$ cat src/rtl/typecs_rx.sv
// Packet receiver/parser for the typec byte link: frames SYNC/PID/DLEN/CMD/CRC packets and
// holds decoded btype plus command fields for the consumer under an fs/fd handshake.
module typecs_rx #(
  parameter bit         CRC_EN = 1'b1,
  parameter logic [7:0] SYNC_B = 8'h01
) (
  input  logic       i_clk,
  input  logic       i_rst,
  input  logic [7:0] i_com_rxd,
  output logic       o_fs,
  input  logic       i_fd,
  output logic [3:0] o_btype,
  output logic [3:0] o_didx,
  output logic [3:0] o_freq,
  output logic [3:0] o_ddidx,
  output logic       o_err
);

  typedef enum logic [3:0] {
    StIdle,
    StWait,
    StRpid,
    StRlen0,
    StRlen1,
    StRcmd,
    StRcrc,
    StDone,
    StErr
  } state_e;

  state_e     r_state, w_state_nxt;
  logic [7:0] r_cmd, w_cmd_nxt;
  logic [3:0] r_btype, w_btype_nxt;
  logic [3:0] r_didx, w_didx_nxt;
  logic [3:0] r_freq, w_freq_nxt;
  logic [3:0] r_ddidx, w_ddidx_nxt;
  logic       r_fs, w_fs_nxt;
  logic       r_err, w_err_nxt;
  logic       w_crc_ok;

  // USB CRC5: x^5+x^2+1, init all-ones, LSB first, complemented result.
  function automatic logic [4:0] crc5(input logic [7:0] data);
    logic [4:0] crc;
    logic       fb;
    crc = 5'h1F;
    for (int i = 0; i < 8; i++) begin
      fb  = crc[4] ^ data[i];
      crc = {crc[3:0], 1'b0};
      if (fb) crc = crc ^ 5'h05;
    end
    return ~crc;
  endfunction

  assign w_crc_ok = !CRC_EN || (i_com_rxd == {3'b000, crc5(r_cmd)});

  always_comb begin
    w_state_nxt = r_state;
    w_cmd_nxt   = r_cmd;
    w_btype_nxt = r_btype;
    w_didx_nxt  = r_didx;
    w_freq_nxt  = r_freq;
    w_ddidx_nxt = r_ddidx;
    case (r_state)
      StIdle: w_state_nxt = StWait;
      StWait: if (i_com_rxd == SYNC_B) w_state_nxt = StRpid;
      StRpid: begin
        case (i_com_rxd)
          8'h2D: begin w_btype_nxt = 4'd1; w_state_nxt = StDone; end
          8'hA5: begin w_btype_nxt = 4'd2; w_state_nxt = StDone; end
          8'hE1: begin w_btype_nxt = 4'd3; w_state_nxt = StDone; end
          8'h1E: w_state_nxt = StRlen0;
          default: w_state_nxt = StErr;
        endcase
      end
      StRlen0: w_state_nxt = (i_com_rxd == 8'h00) ? StRlen1 : StErr;
      StRlen1: w_state_nxt = (i_com_rxd == 8'h01) ? StRcmd : StErr;
      StRcmd: begin
        w_cmd_nxt   = i_com_rxd;
        w_state_nxt = StRcrc;
      end
      StRcrc: begin
        w_state_nxt = StErr;
        if (w_crc_ok) begin
          case (r_cmd[7:4])
            4'h9: begin w_btype_nxt = 4'd5; w_didx_nxt  = r_cmd[3:0]; w_state_nxt = StDone; end
            4'h5: begin w_btype_nxt = 4'd6; w_freq_nxt  = r_cmd[3:0]; w_state_nxt = StDone; end
            4'h1: begin w_btype_nxt = 4'd7; w_ddidx_nxt = r_cmd[3:0]; w_state_nxt = StDone; end
            default: w_state_nxt = StErr;
          endcase
        end
      end
      // Incoming bytes are dropped while the consumer still holds the previous packet.
      StDone: if (i_fd) w_state_nxt = StWait;
      StErr:  w_state_nxt = StWait;
      default: w_state_nxt = StWait;
    endcase
    w_fs_nxt  = (w_state_nxt == StDone);
    w_err_nxt = (w_state_nxt == StErr);
  end

  always_ff @(posedge i_clk) begin
    if (i_rst) begin
      r_state <= StIdle;
      r_cmd   <= 8'h00;
      r_btype <= 4'h0;
      r_didx  <= 4'h0;
      r_freq  <= 4'h0;
      r_ddidx <= 4'h0;
      r_fs    <= 1'b0;
      r_err   <= 1'b0;
    end else begin
      r_state <= w_state_nxt;
      r_cmd   <= w_cmd_nxt;
      r_btype <= w_btype_nxt;
      r_didx  <= w_didx_nxt;
      r_freq  <= w_freq_nxt;
      r_ddidx <= w_ddidx_nxt;
      r_fs    <= w_fs_nxt;
      r_err   <= w_err_nxt;
    end
  end

  assign o_fs    = r_fs;
  assign o_err   = r_err;
  assign o_btype = r_btype;
  assign o_didx  = r_didx;
  assign o_freq  = r_freq;
  assign o_ddidx = r_ddidx;

endmodule
$ cat config.mk
export PLATFORM = sky130hd
export DESIGN_NAME = typecs_rx
export DESIGN_NICKNAME = d
export VERILOG_FILES = /design/src/rtl/typecs_rx.sv
export SDC_FILE = /design/constraint.sdc
export NUM_CORES = 1
export LEC_CHECK = 0
export ABC_AREA = 1
export BUFFER_PORTS_ARGS = -buffer_cell sky130_fd_sc_hd__buf_2
export CORE_MARGIN = 2
export CORE_UTILIZATION = 60
export CTS_CLUSTER_DIAMETER = 120
export DETAILED_ROUTE_END_ITERATION = 12
export GPL_ROUTABILITY_DRIVEN = 1
export GPL_TIMING_DRIVEN = 0
export PLACE_DENSITY = 0.94
export SLEW_MARGIN = 25
export SYNTH_ARGS = -nofsm -noshare
export SYNTH_HDL_FRONTEND = slang
export SYNTH_SLANG_ARGS = --single-unit
$ cat constraint.sdc
create_clock -name i_clk -period 4.75 [get_ports i_clk]
set_input_delay 1.1875 -clock i_clk [delete_from_list [all_inputs] [get_ports i_clk]]
set_output_delay 1.1875 -clock i_clk [all_outputs]
set_load 0.01 [all_outputs]
==> results by group, run 1 <==
Pwr
  – Leak pwr: 1.17 nW
  – Total Power: 0.000449 W
  – VDD IR max: between 0.0002 and 0.00025 V
  – PD cells: about 220 nW/µm²

Floorplan
  – I/O Pins: 29
  – Num rows: 19
  – Die height: 59.0 µm
  – Core footprint: 2810 µm²
  – Initial Util: 0.647
  – Die area: 3480 µm²
  – Die width: 59.0 µm

Setup path
  – R2r setup slk: 2.97 ns
  – Nature of the critical path startpoint: input port
  – Req. time, crit path: 4.95 ns
  – CP Max Fanout: 4
  – Crit path kind: in -> reg
  – Crit path DAT: 2.61 ns
  – Crit end category: flop

Timing
  – Max Slew Vio Count: 0
  – Final Hold Viols: 0
  – Tmin final: 2.41 ns
  – # setup viols final: 0
  – Setup TNS Final: 0 ns
  – Clock skew: 0.0115 ns
  – RSZ-0062 raised after global routing: false
  – Max Fclk: 415 MHz
  – Fin crit share: 0.507

Clock network
  – CTS tree: yes
  – Clock tree sinks: 29
  – Root buffer cell: clkbuf_4
  – Num CTS Buffers: 5
  – CTS Hold Bufs: 0
  – Post-CTS sizing: 0
  – Clock-pin slew on the worst setup and hold paths: 0.08 ns
  – Worst-case clock buffer depth: 2
  – Htree depth: 2
  – Post-CTS setup buffers: 0
  – Worst skew pair latency: 0.32 ns

Finish
  – Commonest non-fill, non-tap cells in the layout: 80 x nand2_1, 53 x nor2_1, 42 x inv_1
  – Filler cells: 245
  – Register area: between 500 and 600 µm²
  – Ant diodes: 0
  – Multi-input logic area: between 900 and 1000 µm²
  – Final instance area: 2060 µm²
  – Final net count: 342
  – Layout cells sized above 1: 0.196
  – Synthesis-to-finish area growth: 13.4%
  – Most common cell after layout, fill and taps aside: nand2_1

Logic synthesis
  – Post-synthesis sequential element count: 29
  – Total of warnings raised by yosys: 0
  – Syn_area_per_cell: 6.11 µm²
  – Sequential area share after synthesis: 0.320
  – Post-synth cell types: 30
  – Syn Nets: 308
  – Syn Inst Count: approximately 300
  – Synth Cell Area: 1820 µm²

Placed design
  – Cell Area, Placed: 1990 µm²
  – PortBufs: 27
  – Dpl hpwl: 3140 µm
  – GPL Wtd Cong: 0.900

Detailed routing
  – Pre-antenna DRT Iters: 6
  – Routed len/inst: 11.1 µm
  – Final ANT Viol Nets: 0
  – Drt drc: 0
  – Routed vias/inst: 5.15
  – Vias: between 1,500 and 2,000
  – Aggregate routed wire length: 4020 µm
  – Drt first-iter violations: 95

Flow run
  – Max-cap violations: 0

Global routing
  – Vias in the first global route: between 1,500 and 2,000
  – First-pass GRT wire length: approximately 6700 µm
  – GRT Total Usage: 0.252
  – GRT overflow: 0
  – Largest net degree at the start of global routing: 11
  – Antenna violations before repair: 0

Min path
  – Hold Path Class: reg -> reg

Outcome
  – Status: completed
critical path: stages:
cell and delay [ns]:
buf_2 0.12, nor3_1 0.42, nand2_1 0.09, nor4_1 0.35
o211ai_1 0.13, a21oi_1 0.20, a21oi_1 0.10
registers in the layout, summed over array words and instances (netlist names):
signal and cells:
o_btype 3, o_ddidx 4, o_didx 4, o_err 1, o_freq 4, o_fs 1, r_cmd 8, r_state 4
power by group:
part	total [W]	internal, W	switching, W
registers	0.000245	0.000244	0.00000102
clock network	0.000171	0.0000857	0.0000849
logic	0.0000334	0.0000117	0.0000217
total	0.000449	0.000341	0.000108
synth_stat cells, drive strengths merged:
cell type	count	area share
buf	4	0.019
a31oi	1	0.0034
clkbuf	2	0.0096
nor4	2	0.0069
a21oi	15	0.041
nand4	8	0.031
nand2	91	0.21
o211ai	1	0.0041
or2	1	0.0034
conb	1	0.0021
nand3	15	0.048
inv	50	0.11
o21a	1	0.0041
o21ai	13	0.036
dfxtp	29	0.32
nor2	55	0.12
xnor2	1	0.0048
nor3	7	0.026
metal layers:
layer | GRT usage | part of all wire
met1 | 0.306 | 0.45
met2 | 0.437 | 0.48
met3 | 0.0677 | 0.058
met4 | 0.0714 | 0.0050
met5 | 0 | 0
final timing paths:
check	startpoint	endpoint	cells past startpoint
worst max-delay path	i_com_rxd[5]	o_err	7
worst min-delay path	o_btype[1]	o_btype[1]	2
worst max register to register	r_cmd[0]	o_didx[0]	15
worst min register to register	o_btype[1]	o_btype[1]	2
cell families (layout without fill, tap and decap cells):
| logic type | after synthesis | in the layout | synth area share |
|---|---|---|---|
| other cells | 1 | 1 | 0.00207 |
| compound gates | 31 | 31 | 0.0889 |
| buf+inv | 56 | 91 | 0.136 |
| flops | 29 | 29 | 0.320 |
| xor+xnor | 1 | 1 | 0.00483 |
| simple gates | 179 | 179 | 0.449 |
layout make-up:
cell class,count,area share
well taps,31,0.0188
plain buffers,6,0.0249
clock inverters,1,0.00243
multi-input cells,212,0.480
repair buffers,27,0.0656
clock buffers,7,0.0316
inverters,50,0.0948
flip-flops and latches,29,0.282
through the flow:
step | hold WS [ns] | util | std cells | worst slack [ns]
floorplan | 0.468 | - | 297 | 2.44
global placement | 0.448 | 0.709 | 355 | 2.13
detailed placement | 0.465 | 0.709 | 355 | 2.08
CTS | 0.485 | 0.734 | 363 | 2.42
global route | 0.505 | 0.734 | 363 | 2.22
finish | 0.479 | 0.734 | 363 | 2.34
(Power assumes the default switching activity.)
==> run 2, diff against run 1 <==
--- a/config.mk
+++ b/config.mk
@@ -8,12 +8,12 @@
 export ABC_AREA = 1
 export BUFFER_PORTS_ARGS = -buffer_cell sky130_fd_sc_hd__buf_2
 export CORE_MARGIN = 2
-export CORE_UTILIZATION = 60
+export CORE_UTILIZATION = 51
 export CTS_CLUSTER_DIAMETER = 120
 export DETAILED_ROUTE_END_ITERATION = 12
 export GPL_ROUTABILITY_DRIVEN = 1
 export GPL_TIMING_DRIVEN = 0
-export PLACE_DENSITY = 0.94
+export PLACE_DENSITY = 0.86
 export SLEW_MARGIN = 25
 export SYNTH_ARGS = -nofsm -noshare
 export SYNTH_HDL_FRONTEND = slang
==> constraint.sdc (replaced) <==
create_clock -name i_clk -period 2.2 [get_ports i_clk]
set_input_delay 0.55 -clock i_clk [delete_from_list [all_inputs] [get_ports i_clk]]
set_output_delay 0.55 -clock i_clk [all_outputs]
set_load 0.01 [all_outputs]
==> run 2 against run 1 <==
Sequential power up 120%. Critical endpoint is now o_didx[1]. Highest routed layer unchanged. Sequential share of layout area down 0.051 points. Routed wire length down 1.3%. Hold slack worse by 0.079 ns. Combinational power up 120%.
==> results by group, run 2 (synthesis gave the netlist of run 1 again) <==
Pwr
  – Switching Share: 0.273
  – Seq pwr share: 0.571
  – P_int: 0.000672 W
  – PD cells: 448 nW/µm²
  – Combinational Power Share: 0.078
  – Leak pwr: 1.16 nW
  – Switching power: between 0.0002 and 0.0003 W
  – Clock power share: 0.351
  – VDD IR max: ~0.00035 V

Finish
  – Biggest register: r_cmd
  – Final instance area: 2060 µm²
  – Synthesis-to-finish area growth: 13.6%
  – Commonest non-fill, non-tap cells in the layout: 80 x nand2_1, 53 x nor2_1, 42 x inv_1
  – Max reg flops: 8
  – Final net count: 342
  – Most common cell after layout, fill and taps aside: nand2_1
  – Ant diodes: 0
  – Layout cells sized above 1: 0.196

Global routing
  – Busiest grt layer: met2
  – M3 GR Usage: 0.0429
  – GR Layer Usage met2: 0.370
  – Antenna violations before repair: 0
  – GRT Total Usage: 0.206
  – Vias in the first global route: 1,612
  – First-pass GRT wire length: approximately 6600 µm
  – GRT met1 Usage: 0.237
  – GRT overflow: 0
  – Largest net degree at the start of global routing: 11

Clock network
  – CTS Hold Bufs: 0
  – Clock tree sinks: 29
  – Worst-case clock buffer depth: 2
  – Clock-pin slew on the worst setup and hold paths: about 0.1 ns
  – Post-CTS setup buffers: 0
  – Post-CTS sizing: 0
  – Root buffer cell: clkbuf_4
  – Worst skew pair latency: roughly 0.34 ns
  – Htree depth: 2
  – CTS tree: yes
  – Num CTS Buffers: 5

Timing
  – Max Slew Vio Count: 0
  – Fin crit share: 0.787
  – Final Hold Viols: 0
  – Max Fclk: 578 MHz
  – Clock skew: 0.00691 ns
  – RSZ-0062 raised after global routing: false
  – # setup viols final: 0
  – Relative slew slack: 0.670
  – Tmin final: about 1.7 ns
  – Worst Max-Slew Pin Slew: between 0.4 and 0.5 ns
  – Setup TNS Final: 0 ns

Floorplan
  – Die area: approximately 4100 µm²
  – Initial Util: 0.536
  – I/O Pins: 29
  – Core footprint: roughly 3400 µm²
  – Num rows: 21
  – Die height: 63.7 µm
  – Die width: around 64 µm

Setup path
  – Crit end category: flop
  – Crit path DAT: ~2.0 ns
  – FF-to-FF End: o_didx[1]
  – CP Max Fanout: 8
  – R2R cell count: 16
  – RR Startpoint: r_cmd[0]
  – Req. time, crit path: 2.48 ns
  – R2r setup slk: 0.47 ns
  – Crit path kind: reg -> reg
  – Nature of the critical path startpoint: flop

Placed design
  – Cell Area, Placed: 2010 µm²
  – Dpl hpwl: 3150 µm
  – GPL Wtd Cong: 0.972
  – PortBufs: 27

Min path
  – Hold path start: i_rst
  – Worst Hold Depth: 2
  – Hold Path Class: in -> reg
  – Hold Crit Endpoint: r_state[0]

Detailed routing
  – Drt drc: 0
  – Routed vias/inst: 4.85
  – Drt first-iter violations: 83
  – Final ANT Viol Nets: 0
  – Aggregate routed wire length: 3970 µm
  – Routed len/inst: 10.5 µm
  – Vias: approximately 1,800
  – Pre-antenna DRT Iters: 5

Outcome
  – Status: completed

Flow run
  – Max-cap violations: 0
-- run 2: cell count changes in the layout (fill, tap and decap cells not counted) --
cell        delta
clkbuf_8       -2
clkinv_2       +1
clkinvlp_4     +1
-- run 2: metrics by stage --
| stage | utilization | instances | hold slack (ns) | worst slack [ns] | power (W) |
|---|---|---|---|---|---|
| global placement | 0.592 | 370 | 0.455 | 0.188 | 0.000610 |
| global route | 0.609 | 378 | 0.398 | 0.260 | 0.000962 |
| CTS | 0.609 | 378 | 0.397 | 0.441 | 0.000929 |
| detailed placement | 0.592 | 370 | 0.471 | 0.154 | 0.000611 |
| finish | 0.609 | 378 | 0.400 | 0.469 | 0.000924 |
| floorplan | - | 297 | 0.468 | 0.531 | 0.000584 |
-- run 2: power groups by stage --
| stage | combinational, W | sequential (W) | clock [W] |
|---|---|---|---|
| 5_1_grt | 0.0000811 | 0.000528 | 0.000353 |
| 2_1_floorplan | 0.0000440 | 0.000540 | 0 |
| 3_5_place_dp | 0.0000711 | 0.000540 | 0 |
| 6_report | 0.0000723 | 0.000528 | 0.000324 |
| 4_1_cts | 0.0000713 | 0.000528 | 0.000330 |
| 3_3_place_gp | 0.0000703 | 0.000540 | 0 |
-- run 2: worst max path at each step --
| stage | to | startpoint | slack [ns] | depth (start not counted) |
|---|---|---|---|---|
| detailed placement | o_err | i_com_rxd[5] | 0.15 | 7 |
| CTS | o_didx[1] | r_cmd[0] | 0.44 | 15 |
| floorplan | o_didx[0] | i_com_rxd[5] | 0.53 | 10 |
| global route | o_didx[1] | r_cmd[0] | 0.26 | 15 |
| finish | o_didx[1] | r_cmd[0] | 0.47 | 16 |
| global placement | o_err | i_com_rxd[5] | 0.19 | 7 |
-- run 2: routing by layer --
metal,up-vias,wire length [µm]
li1,985,-
met1,803,1780
met2,37,1960
met3,8,177
met4,0,48
met5,-,0
-- run 2: layout make-up --
cell class / count / area (µm²)
Clock inverter: 3 / 17.5
Inverter: 50 / 195
Sequential cell: 29 / 581
Multi-Input combinational cell: 212 / 988
Tap cell: 46 / 57.6
Fill cell: 322 / 1330
Timing Repair Buffer: 27 / 135
Buffer: 6 / 51.3
Clock buffer: 5 / 37.5
-- run 2: critical path: stages (launching register included) --
cell and delay (ns):
dfxtp_1 0.49, inv_2 0.10, nand2_2 0.07, nand2_1 0.06, nand2_2 0.06, nand2_2 0.07, inv_2 0.07, nand2_2 0.04
nand2_2 0.05, nand2_2 0.06, nor2_4 0.15, nand2_4 0.09, inv_6 0.08, nand3_4 0.10, nand2_1 0.08, nand2_1 0.04
nor2_1 0.07
==> run 3, diff against run 2 <==
==> constraint.sdc (replaced) <==
create_clock -name i_clk -period 1.5 [get_ports i_clk]
set_input_delay 0.375 -clock i_clk [delete_from_list [all_inputs] [get_ports i_clk]]
set_output_delay 0.375 -clock i_clk [all_outputs]
set_load 0.01 [all_outputs]
==> run 3 against run 2 <==
The run now ends with negative setup slack left. Final cell count rose by 2.4%. Combinational power rose by 59%. Routed wire length rose by 12%. Via count rose by 7.3%. Utilization rose by 7.1 points. Register-to-register slack got worse by 0.68 ns. Maximum frequency rose by 1.2%. Flip-flop and latch count did not move. Design area rose by 12%. First-iteration DRC count fell by 13%. Clock skew rose by 0.0010 ns. Sequential power rose by 45%. Critical path type unchanged. Largest cell class unchanged.
==> results by group, run 3 (synthesis gave the netlist of run 1 again) <==
Outcome
  – Status: finished with violations
  – Violated checks: negative setup slack

Global routing
  – Antenna violations before repair: 0
  – GRT Total Usage: 0.222
  – GRT overflow: 0
  – Vias in the first global route: 1,739
  – First-pass GRT wire length: roughly 7000 µm
  – Largest net degree at the start of global routing: 11

Clock network
  – Clock tree sinks: 29
  – Root buffer cell: clkbuf_4
  – Worst skew pair latency: 0.34 ns
  – Clock-pin slew on the worst setup and hold paths: 0.09 ns
  – Worst-case clock buffer depth: 2
  – Num CTS Buffers: 5
  – CTS Hold Bufs: 0
  – CTS tree: yes
  – Htree depth: 2

Setup path
  – Crit path kind: reg -> reg
  – Crit path max-delay family: simple AND/OR/NAND/NOR gates
  – CP Max Fanout: 6
  – Req. time, crit path: 1.73 ns
  – Critical path, cell by cell: inv_6, nand2_1, nand3_2, nand2_1, nor2_1, nor2_1, nand2_2, nor2_4, nand2_4, nand2_2, nand2_4, o21ai_1, nor2_1
  – Critical Path Max Stage Delay: roughly 0.41 ns
  – Critical path's most frequent cell: nor2_1
  – R2R cell count: 13
  – Critical path's slowest cell: dfxtp_4
  – Crit path DAT: ~1.9 ns
  – Nature of the critical path startpoint: flop
  – CP Buf/Inv Count: 1
  – WP depth: 13
  – Crit end category: flop

Finish
  – Filler cells: 299
  – Commonest non-fill, non-tap cells in the layout: 65 x nand2_1, 47 x nor2_1, 38 x inv_1
  – Max reg flops: 8
  – Register area: 604 µm²
  – Layout cells sized above 1: 0.343
  – Biggest register: r_cmd
  – Most common cell after layout, fill and taps aside: nand2_1
  – Synthesis-to-finish area growth: 26.9%
  – Final instance area: between 2000 and 2500 µm²
  – Final Util: 0.680
  – Final net count: 351
  – Multi-input logic area: 1100 µm²
  – Ant diodes: 0

Floorplan
  – Core footprint: 3390 µm²
  – Initial Util: 0.536
  – I/O Pins: 29
  – Die height: 63.7 µm
  – Die area: 4050 µm²
  – Num rows: 21
  – Die width: approximately 64 µm

Pwr
  – VDD IR max: 0.000656 V
  – Leak pwr: 1.25 nW
  – Total Power: 0.00156 W
  – PD cells: 675 nW/µm²

Placed design
  – PortBufs: 27
  – GPL Wtd Cong: 0.930
  – Cell Area, Placed: 2020 µm²
  – Dpl hpwl: about 3100 µm

Detailed routing
  – Aggregate routed wire length: 4440 µm
  – Met1 WL: around 1900 µm
  – Pre-antenna DRT Iters: 4
  – Routed len/inst: roughly 11 µm
  – DR WL met2: between 2000 and 2500 µm
  – Final ANT Viol Nets: 0
  – DR top layer: met4
  – Met3 WL post-DR: 213 µm
  – Drt drc: 0
  – Routed vias/inst: 5.08
  – Drt first-iter violations: a little over 70
  – Vias: 1,966

Timing
  – Setup WS post-layout: -0.211 ns
  – Fin crit share: 1.14
  – Clock skew: 0.00795 ns
  – Final hold slack: roughly 0.24 ns
  – Worst Max-Slew Pin Slew: 0.504 ns
  – # setup viols final: 20
  – RSZ-0062 raised after global routing: true
  – Max Slew Vio Count: 0
  – Tmin final: 1.71 ns
  – Max Fclk: 585 MHz
  – Relative slew slack: 0.661
  – Final Hold Viols: 0

Flow run
  – Max-cap violations: 0

Min path
  – Worst Hold Depth: 2
  – Hold Path Class: in -> reg
-- run 3: worst register-to-register path: stages (launching register included) --
cell and delay (ns):
dfxtp_4 0.41, inv_6 0.05, nand2_1 0.09, nand3_2 0.10, nand2_1 0.07, nor2_1 0.04, nor2_1 0.12, nand2_2 0.08
nor2_4 0.15, nand2_4 0.08, nand2_2 0.11, nand2_4 0.07, o21ai_1 0.17, nor2_1 0.05
-- run 3: what timing repair did --
action,4_1_cts,5_1_grt
hold endpoints to repair,0,0
gates cloned,0,0
pin swaps,14,11
buffers inserted,5,6
gates resized for setup,21,32
setup endpoints to repair,21,23
-- run 3: worst paths after layout --
path / from / endpoint / slack [ns]
worst min-delay path: i_rst / r_state[0] / 0.24
worst max-delay path: r_cmd[1] / o_btype[0] / -0.21
worst max register to register: r_cmd[1] / o_btype[0] / -0.21
worst min register to register: o_btype[1] / o_btype[1] / 0.48
-- run 3: stage by stage --
step                std cells  setup TNS [ns]  setup WS (ns)
floorplan                 297        -0.00383       -0.00383
global placement          370           -3.58         -0.215
detailed placement        370           -4.00         -0.245
CTS                       382           -1.85         -0.133
global route              387           -4.91         -0.314
finish                    387           -2.44         -0.211
-- run 3: final cells by class --
type	instances	area share
Multi-Input combinational cell	212	0.477
Inverter	50	0.0880
Clock buffer	7	0.0239
Timing Repair Buffer	38	0.0945
Buffer	4	0.0163
Tap cell	46	0.0250
Clock inverter	1	0.0130
Sequential cell	29	0.262
-- run 3: per-layer routing --
metal | vias to the layer above | global-route usage
li1 | 1011 | -
met1 | 883 | 0.245
met2 | 63 | 0.400
met3 | 9 | 0.0411
met4 | 0 | 0.117
met5 | - | 0
-- run 3: power breakdown --
group	internal (W)	switching, W	total, W
logic	0.0000397	0.0000756	0.000115
clock network	0.000398	0.000278	0.000675
registers	0.000762	0.00000245	0.000765
